### config.mk
export PLATFORM = sky130hd
export DESIGN_NAME = mem
export DESIGN_NICKNAME = d
export VERILOG_FILES = /design/src/rtl/mem_pkg.sv /design/src/rtl/mem_align.sv /design/src/rtl/mem.sv
export SDC_FILE = /design/constraint.sdc
export NUM_CORES = 1
export LEC_CHECK = 0
export ABC_AREA = 1
export CORE_MARGIN = 2
export CORE_UTILIZATION = 38
export CTS_CLUSTER_SIZE = 25
export DETAILED_ROUTE_END_ITERATION = 6
export PLACE_DENSITY_LB_ADDON = 0.2
export SYNTH_ARGS = -nofsm -noshare
export SYNTH_HDL_FRONTEND = slang
export SYNTH_HIERARCHICAL = 1
export SYNTH_SLANG_ARGS = --single-unit
export TNS_END_PERCENT = 20
### constraint.sdc
create_clock -name clk -period 1.4 [get_ports clk]
set_clock_uncertainty 0.05 [all_clocks]
set_input_delay 0.14 -clock clk [delete_from_list [all_inputs] [get_ports clk]]
set_output_delay 0.14 -clock clk [all_outputs]
set_load 0.02 [all_outputs]
### src/rtl/mem_pkg.sv
// Shared types and constants for the MEM pipeline stage:
// the EXE->MEM and MEM->WB bus layouts, access size codes and FSM states.
package mem_pkg;

    localparam int EXE2MEM_BUS_SIZE = 107;
    localparam int MEM2WB_BUS_SIZE  = 70;

    typedef enum logic [1:0] {
        MEM_B = 2'b00,
        MEM_H = 2'b01,
        MEM_W = 2'b10
    } mem_size_e;

    typedef enum logic [1:0] {
        ST_IDLE = 2'b00,
        ST_REQ  = 2'b01,
        ST_WAIT = 2'b10,
        ST_DONE = 2'b11
    } mem_state_e;

    typedef struct packed {
        logic      ld;
        logic      st;
        mem_size_e size;
        logic      uns;
    } mem_ctl_t;

    typedef struct packed {
        mem_ctl_t    mem_ctl;
        logic [31:0] store_data;
        logic [31:0] exe_result;
        logic [4:0]  rf_wdest;
        logic        rf_we;
        logic [31:0] pc;
    } exe2mem_bus_t;

    typedef struct packed {
        logic [4:0]  wb_wdest;
        logic        wb_we;
        logic [31:0] mem_result;
        logic [31:0] pc;
    } mem2wb_bus_t;

    // Halfwords need an even address, words a 4-byte aligned one.
    function automatic logic is_misaligned(input mem_size_e size, input logic [1:0] addr);
        case (size)
            MEM_H:   return addr[0];
            MEM_W:   return addr != 2'b00;
            default: return 1'b0;
        endcase
    endfunction

endpackage

### src/rtl/mem_align.sv
// Sub-word alignment for the MEM stage: load byte/half extraction with
// sign or zero extension, and store byte-enable / data lane replication.
module mem_align
    import mem_pkg::*;
(
    input  logic [1:0]  addr,
    input  mem_size_e   size,
    input  logic        uns,
    input  logic [31:0] store_data,
    input  logic [31:0] rdata,
    output logic [31:0] load_data,
    output logic [3:0]  store_be,
    output logic [31:0] store_wdata
);

    logic [7:0]  byte_sel;
    logic [15:0] half_sel;

    always_comb begin
        byte_sel = rdata[7:0];
        case (addr)
            2'd1:    byte_sel = rdata[15:8];
            2'd2:    byte_sel = rdata[23:16];
            2'd3:    byte_sel = rdata[31:24];
            default: byte_sel = rdata[7:0];
        endcase
        half_sel = addr[1] ? rdata[31:16] : rdata[15:0];

        load_data = rdata;
        case (size)
            MEM_B:   load_data = uns ? {24'b0, byte_sel} : {{24{byte_sel[7]}}, byte_sel};
            MEM_H:   load_data = uns ? {16'b0, half_sel} : {{16{half_sel[15]}}, half_sel};
            default: load_data = rdata;
        endcase
    end

    // Stores put the datum on every lane; the byte enables pick the live one.
    always_comb begin
        store_be    = 4'b1111;
        store_wdata = store_data;
        case (size)
            MEM_B: begin
                store_be    = 4'b0001 << addr;
                store_wdata = {4{store_data[7:0]}};
            end
            MEM_H: begin
                store_be    = 4'b0011 << addr;
                store_wdata = {2{store_data[15:0]}};
            end
            default: begin
                store_be    = 4'b1111;
                store_wdata = store_data;
            end
        endcase
    end

endmodule

### src/rtl/mem.sv
// MEM stage of the 5-stage pipeline: issues loads/stores over a req/gnt/rvalid
// data-memory handshake and registers the MEM->WB bus.
module mem
    import mem_pkg::*;
#(
    parameter int AW = 32,
    parameter int DW = 32
) (
    input  logic                       clk,
    input  logic                       resetn,
    input  logic [EXE2MEM_BUS_SIZE-1:0] exe2mem_bus_ri,
    input  logic                       ctl_mem_valid_i,
    input  logic                       ctl_wb_allow_in_i,
    output logic                       ctl_mem_over_o,
    output logic                       ctl_mem_allow_in_o,
    output logic [4:0]                 ctl_mem_dest_o,
    output logic                       ctl_mem_ale_o,
    output logic [MEM2WB_BUS_SIZE-1:0] mem2wb_bus_ro,
    output logic                       ctl_wb_valid_o,
    output logic                       dm_req_o,
    output logic [3:0]                 dm_we_o,
    output logic [AW-1:0]              dm_addr_o,
    output logic [DW-1:0]              dm_wdata_o,
    input  logic                       dm_gnt_i,
    input  logic                       dm_rvalid_i,
    input  logic [DW-1:0]              dm_rdata_i
);

    exe2mem_bus_t bus;
    mem_ctl_t     ctl;
    mem2wb_bus_t  wb_next;
    mem_state_e   state;

    logic        misaligned;
    logic        mem_op;
    logic        accept;
    logic        wb_we;
    logic [31:0] load_q;
    logic [31:0] load_data;
    logic [3:0]  store_be;
    logic [31:0] store_wdata;

    assign bus = exe2mem_bus_t'(exe2mem_bus_ri);
    assign ctl = bus.mem_ctl;

    // A misaligned access never reaches memory; it retires like an ALU op.
    assign misaligned = (ctl.ld | ctl.st) & is_misaligned(ctl.size, bus.exe_result[1:0]);
    assign mem_op     = (ctl.ld | ctl.st) & ~misaligned;

    assign ctl_mem_over_o     = ((state == ST_IDLE) & ~mem_op) | (state == ST_DONE);
    assign accept             = ctl_mem_valid_i & ctl_mem_over_o & ctl_wb_allow_in_i;
    assign ctl_mem_allow_in_o = ~ctl_mem_valid_i | accept;
    assign ctl_mem_dest_o     = bus.rf_wdest & {5{ctl_mem_valid_i}};

    mem_align u_align (
        .addr        (bus.exe_result[1:0]),
        .size        (ctl.size),
        .uns         (ctl.uns),
        .store_data  (bus.store_data),
        .rdata       (dm_rdata_i),
        .load_data   (load_data),
        .store_be    (store_be),
        .store_wdata (store_wdata)
    );

    assign dm_addr_o  = AW'({bus.exe_result[31:2], 2'b00});
    assign dm_we_o    = ctl.st ? store_be : 4'b0000;
    assign dm_wdata_o = store_wdata;

    assign wb_we            = bus.rf_we & ~ctl.st & ~misaligned;
    assign wb_next.wb_wdest = bus.rf_wdest;
    assign wb_next.wb_we    = wb_we;
    assign wb_next.mem_result = (ctl.ld & ~misaligned) ? load_q : bus.exe_result;
    assign wb_next.pc       = bus.pc;

    always_ff @(posedge clk or negedge resetn) begin
        if (!resetn) begin
            state    <= ST_IDLE;
            dm_req_o <= 1'b0;
            load_q   <= '0;
        end else begin
            case (state)
                ST_IDLE: begin
                    if (ctl_mem_valid_i && mem_op) begin
                        state    <= ST_REQ;
                        dm_req_o <= 1'b1;
                    end
                end
                ST_REQ: begin
                    if (dm_gnt_i) begin
                        dm_req_o <= 1'b0;
                        if (ctl.st) begin
                            state <= ST_DONE;
                        end else if (dm_rvalid_i) begin
                            load_q <= load_data;
                            state  <= ST_DONE;
                        end else begin
                            state <= ST_WAIT;
                        end
                    end
                end
                ST_WAIT: begin
                    if (dm_rvalid_i) begin
                        load_q <= load_data;
                        state  <= ST_DONE;
                    end
                end
                ST_DONE: begin
                    if (accept) begin
                        state <= ST_IDLE;
                    end
                end
                default: begin
                    state    <= ST_IDLE;
                    dm_req_o <= 1'b0;
                end
            endcase
        end
    end

    // WB valid stays up while WB stalls, and drops once WB drains it.
    always_ff @(posedge clk or negedge resetn) begin
        if (!resetn) begin
            mem2wb_bus_ro  <= '0;
            ctl_wb_valid_o <= 1'b0;
            ctl_mem_ale_o  <= 1'b0;
        end else begin
            ctl_mem_ale_o <= accept & misaligned;
            if (accept) begin
                mem2wb_bus_ro  <= wb_next;
                ctl_wb_valid_o <= 1'b1;
            end else if (ctl_wb_allow_in_i) begin
                ctl_wb_valid_o <= 1'b0;
            end
        end
    end

endmodule

# After elaboration in Yosys (flattened, before gate mapping)
# Cells that the tools add are included.
# op_classes
n_eq_ne	13
shift	2
n_mux	26
n_bitwise	17
reduce_logical	10
# ops
cell	n
$mux W32	6
$pmux W32 S2	3
$pmux W8 S3	1
$mux W16	1
$eq A2 B2 Y1 const B	5
$and A1 B1 Y1	9
$mux W2	4
$ne A2 B2 Y1 const B	4
$pmux W2 S4	1
$pmux W4 S2	1
$reduce_bool A2 Y1	4
$eq A2 B1 Y1 const B	3
$mux W1	6
$reduce_and A3 Y1	2
$and A5 B5 Y5	1
$logic_not A2 Y1	2
$mux W4	1
$not A1 Y1	4
$pmux W1 S2	2
$reduce_and A4 Y1	1
$shl A1 B2 Y4 const A	1
$shl A2 B2 Y4 const A	1
$or A1 B1 Y1	3
$ne A2 B1 Y1 const B	1
$logic_and A1 B1 Y1	1
# word_totals
reg_bits	107
inputBits	145
out_inout_bits	148

# Longest topological paths before layout
# Gate-level depths: netlist (run 1).
# depth
ltp_word	12
mapped_depth	12
ltp_nobuf	11

# Hierarchy
# Netlist (run 1), hierarchy kept.
# modules_own_cells
module	instances	cells_each	area_per_inst_um2
mem	1	661	5261.3
mem_align	1	254	1191.1

# Worst setup path after synthesis (run 1)
# No wires, ideal clock.
# synth_timing
path_kind	register to register
startpoint	register state[1]
endpoint	register load_q[0]
arrival_time_ns	1.400
path_slack_ns	-0.183
path_stages_with_launch	6
n_path_buf	1
period_less_slack_ns	1.583
cell_sequence	dfrtp_1 > inv_1 > ha_1 > o2111ai_2 > clkbuf_1 > o21ai_0
# synth_via
elab_chain_cells	3
elab_cells_between_ends	7
# synth_rtl
element	line	text
from (decl)	mem.sv:32	mem_state_e state;
from (signal assigned)	mem.sv:78	state <= ST_IDLE;
from (signal assigned)	mem.sv:85	state <= ST_REQ;
from (signal assigned)	mem.sv:93	state <= ST_DONE;
$eq A2 B1 Y1 or $eq A2 B2 Y1 (tied branches)	mem.sv:82	case (state)
$ne A2 B2 Y1 (no source line) or $reduce_bool A2 Y1 (tied branches)	n/a	
$reduce_and A3 Y1 (no source line)	n/a	
to (signal assigned)	mem.sv:95	load_q <= load_data;
to (signal assigned)	mem.sv:104	load_q <= load_data;
to (decl)	mem.sv:38	logic [31:0] load_q;
# Parallel ways exist; a longest one is shown, timed or not.
# A chain may end at the register's enable or synchronous reset.

# Worst setup path after layout (run 1)
# layout_timing
startpoint	register state[0]
endpoint	output ctl_mem_allow_in_o
# layout_via
elab_chain_cells	6
elab_cells_between_ends	7
# layout_rtl
element	line	text
$logic_not A2 Y1	mem.sv:50	assign ctl_mem_over_o = ((state == ST_IDLE) & ~mem_op) | (state == ST_DONE);
$and A1 B1 Y1	mem.sv:50	
$or A1 B1 Y1 (*)	mem.sv:50	
$and A1 B1 Y1 (*) (2 in a row)	mem.sv:51	assign accept = ctl_mem_valid_i & ctl_mem_over_o & ctl_wb_allow_in_i;
$or A1 B1 Y1 (*)	mem.sv:52	assign ctl_mem_allow_in_o = ~ctl_mem_valid_i | accept;
to (decl)	mem.sv:15	output logic ctl_mem_allow_in_o,
# Mark *: on every way between the ends. The rest lies on a longest branch, timed or not.

==> summary.md, run 1 <==
| Metric | Value |
|---|---|
| DRC | 0 |
| WP data required | 1.21 ns |
| Tightest Hold Check Type | input port to asynchronous set/reset pin |
| Crit path depth | 7 |
| Worst vdd ir | 0.783 mV |
| Remaining global-route overflow | 0 |
| Site Rows | 47 |
| FMAX | a little over 600 MHz |
| PD cells | 1560 mW/mm² |
| Top cells by area, synth | dfrtp_1, nand2_1, nand3_1 |
| Period utilisation layout | 115% |
| Post-Route WL | 23900 µm |
| Synth area leader | dfrtp_1 |
| DP HPWL | ~16000 µm |
| First-iteration detailed-routing DRC count | approximately 350 |
| Fin crit period | 1.61 ns |
| Die area | around 0.018 mm² |
| Vias in the first global route | 6853 |
| Syn Std Cell Area | 0.00645 mm² |
| Leak pwr | 5.94 nW |
| CP max FO | 3 |
| Dpl ws | -0.936 ns |
| Gate Count Post-Synth | 915 |
| Fin util | between 60% and 70% |
| Via count | 7274 |
| Antenna violations before repair | 0 |
| CP max-delay cell | dfrtp_2 |
| Largest net degree at the start of global routing | 72 |
| Clk_lat worst skew | between 0.3 and 0.4 ns |
| Buffer depth of the longest clock path | 2 |
| Synth warn | 6 |
| Clk root buf | clkbuf_16 |
| Antenna viol nets, final | 0 |
| Synth cell count leaders | nand2_1, nand3_1, dfrtp_1, inv_1, buf_4 |
| Nets | 1416 |
| Non-Filler Instances | between 1000 and 1500 |
| Register area | ~0.0027 mm² |
| Synth Flop Type | dfrtp_1 |
| Layout cell share with drive strength beyond 1 | about a fifth |
| First-pass GRT wire length | 35800 µm |
| Count leader, synth | nand2_1 |
| Drt wl/cell | around 16 µm |
| Number of synthesized flops with an enable pin | 0 |
| Initial Util | 38.9% |
| Violated checks | negative setup slack |
| Buf+Inv Stages, Crit Path | 2 |
| Die Span X | 134 µm |
| Worst EP arrival | roughly 1.4 ns |
| Port buffer count | 290 |
| Crit path capture type | output port |
| R2R depth | 9 |
| Max Cap Violations | 0 |
| # diodes | 0 |
| Area share of the largest cell type after synthesis | 41.5% |
| Core area | between 0.015 and 0.02 mm² |
| Top Family by Delay on Critical Path | flip-flops |
| CP max stage delay | 0.44 ns |
| CTS Buf Count | 9 |
| CTS sink count | 107 |
| RSZ-0062 raised after global routing | true |
| CP cell instances | inv_4 > ha_4 > nand2_4 > nand2_8 > nand2_8 > nand2_4 > buf_6 |
| TritonCTS clock tree | built |
| Library cells used by synthesis | 30 |
| Outcome | finished with violations |
| Setup Viol. Count Final | 107 |
| Clk slew on worst S/H paths | 0.07 ns |
| Routability cong. | 0.864 |
| I/O pin count | just under 300 |
| Placed Cells | between 1000 and 1500 |
| Type of origin of the critical path | register |
| Post-Syn Area per Cell | about 7.1 µm² |
| Vias/cell | 4.88 |
| Ys async rst share | 100% |
| Synth-to-layout area growth | 69.3% |
| Flops & latches, synth | 107 |
| Fillers | 1473 |
| Crit Path Class | register to output port |
| H-Tree Depth | 3 |
| Slack of the critical path | -0.211 ns |
| Final slew viol count | 0 |
| Chip Height | 134 µm |
| DR pass1 iterations | 4 |
| Register area share after synthesis | 41.5% |
| Hold Vio Cnt, Final | 0 |
| Multi-input logic area | 0.00312 mm² |
| GRT Overall Usage | between 20 and 30% |
-- sequential cells by signal, summed over array words and instances, names as in the netlist --
name and flops:
dm_req_o 1, ctl_mem_ale_o 1, ctl_wb_valid_o 1, load_q 32, state 2, mem2wb_bus_ro 70
-- per-layer routing --
layer | up-vias | global-route usage (%) | share of wire (%) | wire, µm
met3 | 21 | 5.67 | 7.4 | 1770
met5 | - | 0 | 0 | 0
met1 | 3420 | 33.2 | 42 | 10100
met4 | 0 | 5.56 | 1.3 | 322
met2 | 277 | 43.1 | 49 | 11700
li1 | 3556 | - | - | -
-- stage by stage --
step                      area (µm²)  TNS, ns  total power [mW]  hold slack, ns
final                          10900   -13.54              17.0           0.248
after CTS                      10500   -13.56              15.9           0.254
after floorplan                 6560   -0.801              9.64          -0.206
after global routing           10900   -19.71              18.1           0.282
after detailed placement        9950   -97.59              13.4          0.0700
after global placement          9950   -94.37              13.2          0.0627
-- final timing paths --
kind	end	slack, ns	startpoint
max	ctl_mem_allow_in_o	-0.21	state[0]
min	mem2wb_bus_ro[9]	0.25	resetn
max reg2reg	load_q[31]	-0.21	state[1]
min reg2reg	mem2wb_bus_ro[44]	0.42	mem2wb_bus_ro[44]
max in group asynchronous	mem2wb_bus_ro[58]	0.51	resetn
min in group clk	mem2wb_bus_ro[0]	0.30	exe2mem_bus_ri[0]
-- layout by cell type (no fill, tap or decap), types with 2 or more instances in the layout --
| cell | n |
|---|---|
| clkbuf_16 | 14 |
| buf_16 | 11 |
| inv_4 | 3 |
| ha_4 | 3 |
| buf_12 | 17 |
| dlygate4sd2_1 | 124 |
| o21ai_0 | 22 |
| buf_2 | 18 |
| nand3_2 | 10 |
| dfrtp_1 | 106 |
| nand2_1 | 369 |
| clkbuf_2 | 3 |
| nand2_2 | 30 |
| buf_4 | 96 |
| clkdlybuf4s15_2 | 3 |
| o21ai_2 | 10 |
| clkdlybuf4s50_1 | 137 |
| nor2_2 | 4 |
| nand2_4 | 10 |
| o21ai_1 | 14 |
| nand4_1 | 3 |
| buf_6 | 14 |
| nor2_1 | 4 |
| o211ai_1 | 9 |
| ha_1 | 2 |
| inv_1 | 65 |
| buf_8 | 2 |
| nand3_1 | 138 |
| conb_1 | 2 |
| nand2_8 | 2 |
| clkbuf_1 | 3 |
| inv_2 | 7 |
-- final cells by class --
type / count / area share (%)
repair buffers: 431 / 39.2
multi-input cells: 641 / 28.6
flip-flops and latches: 107 / 24.5
inverters: 75 / 2.65
well taps: 220 / 2.52
clock buffers: 13 / 2.29
clock inverters: 3 / 0.206
-- power breakdown --
| group | internal [mW] | total [mW] | switching (mW) |
|---|---|---|---|
| Combinational | 4.20 | 9.31 | 5.11 |
| Clock | 1.27 | 2.41 | 1.15 |
| Sequential | 4.47 | 5.28 | 0.810 |
-- logic make-up after synthesis --
family / share of synthesized area (%)
AOI/OAI and AO/OA: 5.18
adders and majority gates: 1.16
buffers and inverters: 13.9
DFF: 41.5
other: 0.0581
and+or+nand+nor: 38.2
-- repair_timing --
item | in CTS | in global routing
gates resized for setup | 277 | 84
buffers inserted | 15 | 5
cloned | 11 | 7
pin swaps | 7 | 2
hold buffers | 1 | 0
hold endpoints to repair | 26 | 0
setup endpoints to repair | 253 | 113
(Power assumes the default switching activity.)
==> run 2: changes to the inputs <==
--- a/config.mk
+++ b/config.mk
@@ -11,6 +11,7 @@
 export CTS_CLUSTER_SIZE = 25
 export DETAILED_ROUTE_END_ITERATION = 6
 export PLACE_DENSITY_LB_ADDON = 0.2
+export SKIP_CTS_REPAIR_TIMING = 1
 export SYNTH_ARGS = -nofsm -noshare
 export SYNTH_HDL_FRONTEND = slang
 export SYNTH_HIERARCHICAL = 1
==> run 2 against run 1 <==
- the flow still finishes with violations (negative setup slack)
- first-iteration DRC count decreased by 2.3%
- via count decreased by 3.7%
- combinational power decreased by 13%
- sequential share of layout area increased by 0.57 points
- critical path depth unchanged
- global-route usage decreased by 2.4 points
- largest cell class unchanged
==> summary.md, run 2 (same netlist as run 1, synthesis figures left out) <==
| Metric | Value |
|---|---|
| Outcome | finished with violations |
| Violated checks | negative setup slack |
| Fin util | 64.4% (-1.5 points) |
| Combinational Power Share | 51.9% (-2.8 points) |
| Tightest Hold Check Type | input port to asynchronous set/reset pin |
| I/O pin count | 293 (unchanged) |
| Placed cell areas | 0.00995 mm² (unchanged) |
| Register with the most flip-flops | mem2wb_bus_ro |
| RSZ-0062 raised after global routing | true |
| Switch Pwr | 6.34 mW (-10%) |
| Worst Setup SP | state[1] |
| DRC | 0 (unchanged) |
| Hold Vio Cnt, Final | 0 (unchanged) |
| Port buffer count | 290 (unchanged) |
| Slack of the critical path | -0.183 ns (+0.0278 ns) |
| Antenna violations before repair | 0 (unchanged) |
| Clk pwr share | 15.1% (+0.9 points) |
| FMAX | 632 MHz (+1.8%) |
| Die area | 0.0180 mm² (unchanged) |
| Via count | 7004 (-3.7%) |
| Clk slew on worst S/H paths | 0.07 ns (about the same) |
| Setup Viol. Count Final | 107 (unchanged) |
| Fin crit period | 1.58 ns (-0.0278 ns) |
| Crit path capture type | register |
| Buffer depth of the longest clock path | 2 (unchanged) |
| Sequential share of power | 33.0% (+1.9 points) |
| RR Startpoint | state[1] |
| Site Rows | 47 (unchanged) |
| Setup TNS | -9.55 ns (+3.99 ns) |
| Most frequent cells in the layout | nand2_1, nand3_1, clkdlybuf4s50_1 |
| Period utilisation layout | 113% (-2.0 points) |
| # diodes | 0 (unchanged) |
| Drt wl/cell | 15.2 µm (-5.0%) |
| Largest regs | mem2wb_bus_ro (70), load_q (32), state (2) |
| WP data required | 1.60 ns (+0.39 ns) |
| Crit Path Class | register to register |
| First-iteration detailed-routing DRC count | 341 (-2.3%) |
| H-Tree Depth | 3 (unchanged) |
| Vias/cell | 4.80 (-1.6%) |
| GRT Overall Usage | 23.0% (-2.4 points) |
| Post-Route WL | 22200 µm (-7.0%) |
| DP HPWL | 16400 µm (unchanged) |
| Max Cap Violations | 0 (unchanged) |
| TritonCTS clock tree | built |
| Final slew viol count | 0 (unchanged) |
| Type of origin of the critical path | register |
| Layout cell share with drive strength beyond 1 | 15.4% (-5.6 points) |
| Worst vdd ir | 0.851 mV (+8.6%) |
| Worst EP arrival | 1.79 ns (+0.37 ns) |
| Routability cong. | 0.864 (unchanged) |
| Design Power | 15.7 mW (-7.7%) |
| PD cells | 1470 mW/mm² (-5.6%) |
| R2R depth | 7 (-2) |
| CTS sink count | 107 (unchanged) |
| Vias in the first global route | 6526 (-4.8%) |
| Clk root buf | clkbuf_16 |
| Antenna viol nets, final | 0 (unchanged) |
| Nets | 1384 (-2.3%) |
| Internal power | 9.35 mW (-5.9%) |
| Clk_lat worst skew | 0.34 ns (about the same) |
| CP max FO | 14 (+11) |
| Initial Util | 38.9% (unchanged) |
| Largest net degree at the start of global routing | 72 (unchanged) |
| Design Area, Final | 0.0107 mm² (-2.3%) |
| Synth-to-layout area growth | 65.4% |
| Leak pwr | 6.79 nW (+14%) |
| Die Span X | 134 µm (unchanged) |
| Core area | 0.0166 mm² (unchanged) |
| Remaining global-route overflow | 0 (unchanged) |
| First-pass GRT wire length | 33000 µm (-7.8%) |
| DR pass1 iterations | 5 (+1) |
| CTS Buf Count | 9 (unchanged) |
| Sw frac | 40.4% (-1.1 points) |
| Chip Height | 134 µm (unchanged) |
| Commonest non-fill, non-tap cell in the layout | nand2_1 |
| Max FFs per register | 70 (unchanged) |
[run 2: area by class of cell]
cell class                      count  area [µm²]
Inverter                           75         287
Multi-Input combinational cell    641        2990
Fill cell                        1501        5910
Sequential cell                   107        2680
Tap cell                          220         275
Timing Repair Buffer              399        4170
Clock buffer                       13         250
Clock inverter                      3        22.5
[run 2: critical path, stage by stage, from the launching register on]
cell	delay (ns)
dfrtp_1	0.39
inv_2	0.07
buf_4	0.14
ha_4	0.18
nand2_2	0.09
o2111ai_4	0.17
buf_4	0.22
o21ai_0	0.18
[run 2: final timing paths]
kind / slack (ns) / end
max in group asynchronous: 0.52 / load_q[27]
min: 0.24 / mem2wb_bus_ro[15]
max: -0.18 / load_q[5]
min reg2reg: 0.41 / mem2wb_bus_ro[19]
max reg2reg: -0.18 / load_q[5]
min in group clk: 0.31 / mem2wb_bus_ro[16]
[run 2: through the flow]
stage,hold WS (ns),setup WS [ns],std cells
final,0.242,-0.183,1458
after CTS,-0.306,-0.940,1452
after global routing,0.277,-0.284,1458
after floorplan,-0.206,-0.0232,916
after global placement,0.0627,-0.901,1436
after detailed placement,0.0700,-0.936,1436
[run 2: metal layers]
layer	vias to the layer above	part of all wire [%]	global-route usage [%]	routed length [µm]
met3	16	7.9	5.14	1750
met1	3237	43	31.0	9470
met5	-	0	0	0
met2	274	49	38.4	10800
li1	3477	-	-	-
met4	0	0.82	3.92	182
[run 2: power groups by stage]
stage	registers, mW	clock network (mW)	logic, mW
detailed placement	5.26	0	8.14
finish	5.18	2.37	8.14
global placement	5.21	0	8.03
CTS	5.21	2.45	8.17
global route	5.35	2.60	8.87
floorplan	6.39	0	3.25
==> run 3: changes to the inputs <==
--- a/config.mk
+++ b/config.mk
@@ -7,7 +7,7 @@
 export LEC_CHECK = 0
 export ABC_AREA = 1
 export CORE_MARGIN = 2
-export CORE_UTILIZATION = 38
+export CORE_UTILIZATION = 40
 export CTS_CLUSTER_SIZE = 25
 export DETAILED_ROUTE_END_ITERATION = 6
 export PLACE_DENSITY_LB_ADDON = 0.2
==> constraint.sdc (replaced) <==
create_clock -name clk -period 1.8 [get_ports clk]
set_clock_uncertainty 0.05 [all_clocks]
set_input_delay 0.18 -clock clk [delete_from_list [all_inputs] [get_ports clk]]
set_output_delay 0.18 -clock clk [all_outputs]
set_load 0.02 [all_outputs]
==> run 3 against run 2 <==
- the flow now finishes without violations
- cell area shrank 6.4%
- clock power shrank 14%
- routed wire length shrank 7.2%
- sequential cell count is the same
- via count shrank 4.1%
- critical path type is now register to output port
- largest cell class unchanged
==> summary.md, run 3 (same netlist as run 1, synthesis figures left out) <==
| Metric | Value |
|---|---|
| Outcome | completed |
| Antenna violations before repair | 0 (unchanged) |
| Synth-to-layout area growth | 54.9% |
| Vias/cell | 4.78 (-0.49%) |
| Type of origin of the critical path | register |
| Final slew viol count | 0 (unchanged) |
| Post-Route WL | 20600 µm (-7.2%) |
| CP max FO | 5 (-9) |
| Worst EP arrival | 1.52 ns (-0.27 ns) |
| Period utilisation layout | 97.2% |
| WP data required | 1.57 ns (-0.03 ns) |
| Max Used Layer | met4 |
| Clk slew on worst S/H paths | 0.08 ns (about the same) |
| Commonest non-fill, non-tap cell in the layout | nand2_1 |
| Most frequent cells in the layout | nand2_1, clkdlybuf4s50_1, nand3_1 |
| First-iteration detailed-routing DRC count | 332 (-2.6%) |
| Core area | 0.0158 mm² (-4.6%) |
| Max Cap Violations | 0 (unchanged) |
| Fillers | 1427 (-4.9%) |
| Chip Height | 131 µm (-2.5%) |
| Antenna viol nets, final | 0 (unchanged) |
| Clk root buf | clkbuf_16 |
| Site Rows | 46 (-2.1%) |
| Setup Viol. Count Final | 0 (-100%) |
| Initial Util | 40.8% (+1.9 points) |
| # diodes | 0 (unchanged) |
| Hold Vio Cnt, Final | 0 (unchanged) |
| FMAX | 571 MHz |
| Largest net degree at the start of global routing | 54 (-25%) |
| TritonCTS clock tree | built |
| Fin crit period | approximately 1.8 ns |
| WHS | 0.298 ns (+0.0561 ns) |
| I/O pin count | 293 (unchanged) |
| Nets | 1335 (-3.5%) |
| GRT Overall Usage | 23.3% (+0.35 points) |
| Crit Path Class | register to output port |
| Non-Filler Instances | 1405 (-3.6%) |
| Vias in the first global route | 6152 (-5.7%) |
| M1 WL | 9050 µm (-4.4%) |
| Met2 wire length | 9700 µm (-10%) |
| CTS Buf Count | 9 (unchanged) |
| Placed Cells | 1386 (-3.5%) |
| Design Power | 12.2 mW (-22%) |
| RSZ-0062 raised after global routing | true |
| Buffer depth of the longest clock path | 2 (unchanged) |
| CTS sink count | 107 (unchanged) |
| Via count | 6716 (-4.1%) |
| Slack of the critical path | 0.0496 ns (+0.233 ns) |
| Routed wl met3 | 1610 µm (-8.1%) |
| Dpl ws | -0.672 ns (+0.264 ns) |
| FF-to-FF setup slack | 0.13 ns (+0.31 ns) |
| Register with the most flip-flops | mem2wb_bus_ro |
| Clk_lat worst skew | 0.35 ns (about the same) |
| Leak pwr | 5.37 nW (-21%) |
| Worst Setup SP | state[0] |
| First-pass GRT wire length | 31400 µm (-4.9%) |
| Setup TNS | 0 ns (+9.55 ns) |
| Crit path capture type | output port |
| DP HPWL | 15900 µm (-3.1%) |
| DR pass1 iterations | 4 (-1) |
| Die Span X | 131 µm (-2.5%) |
| Largest regs | mem2wb_bus_ro (70), load_q (32), state (2) |
| Max FFs per register | 70 (unchanged) |
| Routability cong. | 0.957 (+11%) |
| Port buffer count | 290 (unchanged) |
| Layout cell share with drive strength beyond 1 | 8.92% (-6.5 points) |
| Die area | 0.0172 mm² (-4.8%) |
| Worst vdd ir | 0.565 mV (-34%) |
| Reg-to-reg critical path endpoint | load_q[17] |
| PD cells | 1220 mW/mm² (-17%) |
| Tightest Hold Check Type | input port to asynchronous set/reset pin |
| H-Tree Depth | 3 (unchanged) |
| DRC | 0 (unchanged) |
| RR Startpoint | state[1] |
| Drt wl/cell | 14.7 µm (-3.7%) |
| Remaining global-route overflow | 0 (unchanged) |
| R2R depth | 8 (+1) |
[run 3: worst max path at each step]
stage / endpoint
after detailed placement: ctl_mem_allow_in_o
after CTS: ctl_mem_allow_in_o
after global routing: ctl_mem_allow_in_o
after floorplan: ctl_mem_allow_in_o
final: ctl_mem_allow_in_o
after global placement: ctl_mem_allow_in_o
[run 3: through the flow]
stage / utilization (%) / area [µm²]
floorplan: - / 6460
global placement: 60.3 / 9550
detailed placement: 60.3 / 9550
CTS: 62.2 / 9850
global route: 63.1 / 9990
finish: 63.1 / 9990
[run 3: area by class of cell]
class	instances	area (µm²)	share of cell area [%]
clock inverter	6	71.3	0.714
timing repair buffer	350	3560	35.6
clock buffer	10	229	2.29
tap	216	270	2.70
sequential	107	2680	26.8
inverter	75	284	2.84
multi-input combinational	641	2900	29.0
[run 3: metal layers]
| metal | vias up | global-route usage [%] |
|---|---|---|
| li1 | 3383 | - |
| met1 | 3062 | 31.8 |
| met2 | 252 | 37.9 |
| met3 | 19 | 5.29 |
| met4 | 0 | 5.32 |
| met5 | - | 0 |
[run 3: where the power goes]
| group | total (mW) | leakage [nW] | internal, mW | switching, mW |
|---|---|---|---|---|
| combinational | 6.14 | 3.87 | 2.79 | 3.35 |
| sequential | 4.03 | 1.36 | 3.47 | 0.554 |
| clock | 2.03 | 0.145 | 1.10 | 0.939 |
[run 3: worst max-delay path, cell delays in order (launching register included)]
cell      delay [ns]
dfrtp_1         0.40
inv_1           0.09
ha_2            0.22
nand2_4         0.09
nand2_8         0.11
nand2_8         0.05
nand2_1         0.05
clkbuf_2        0.16
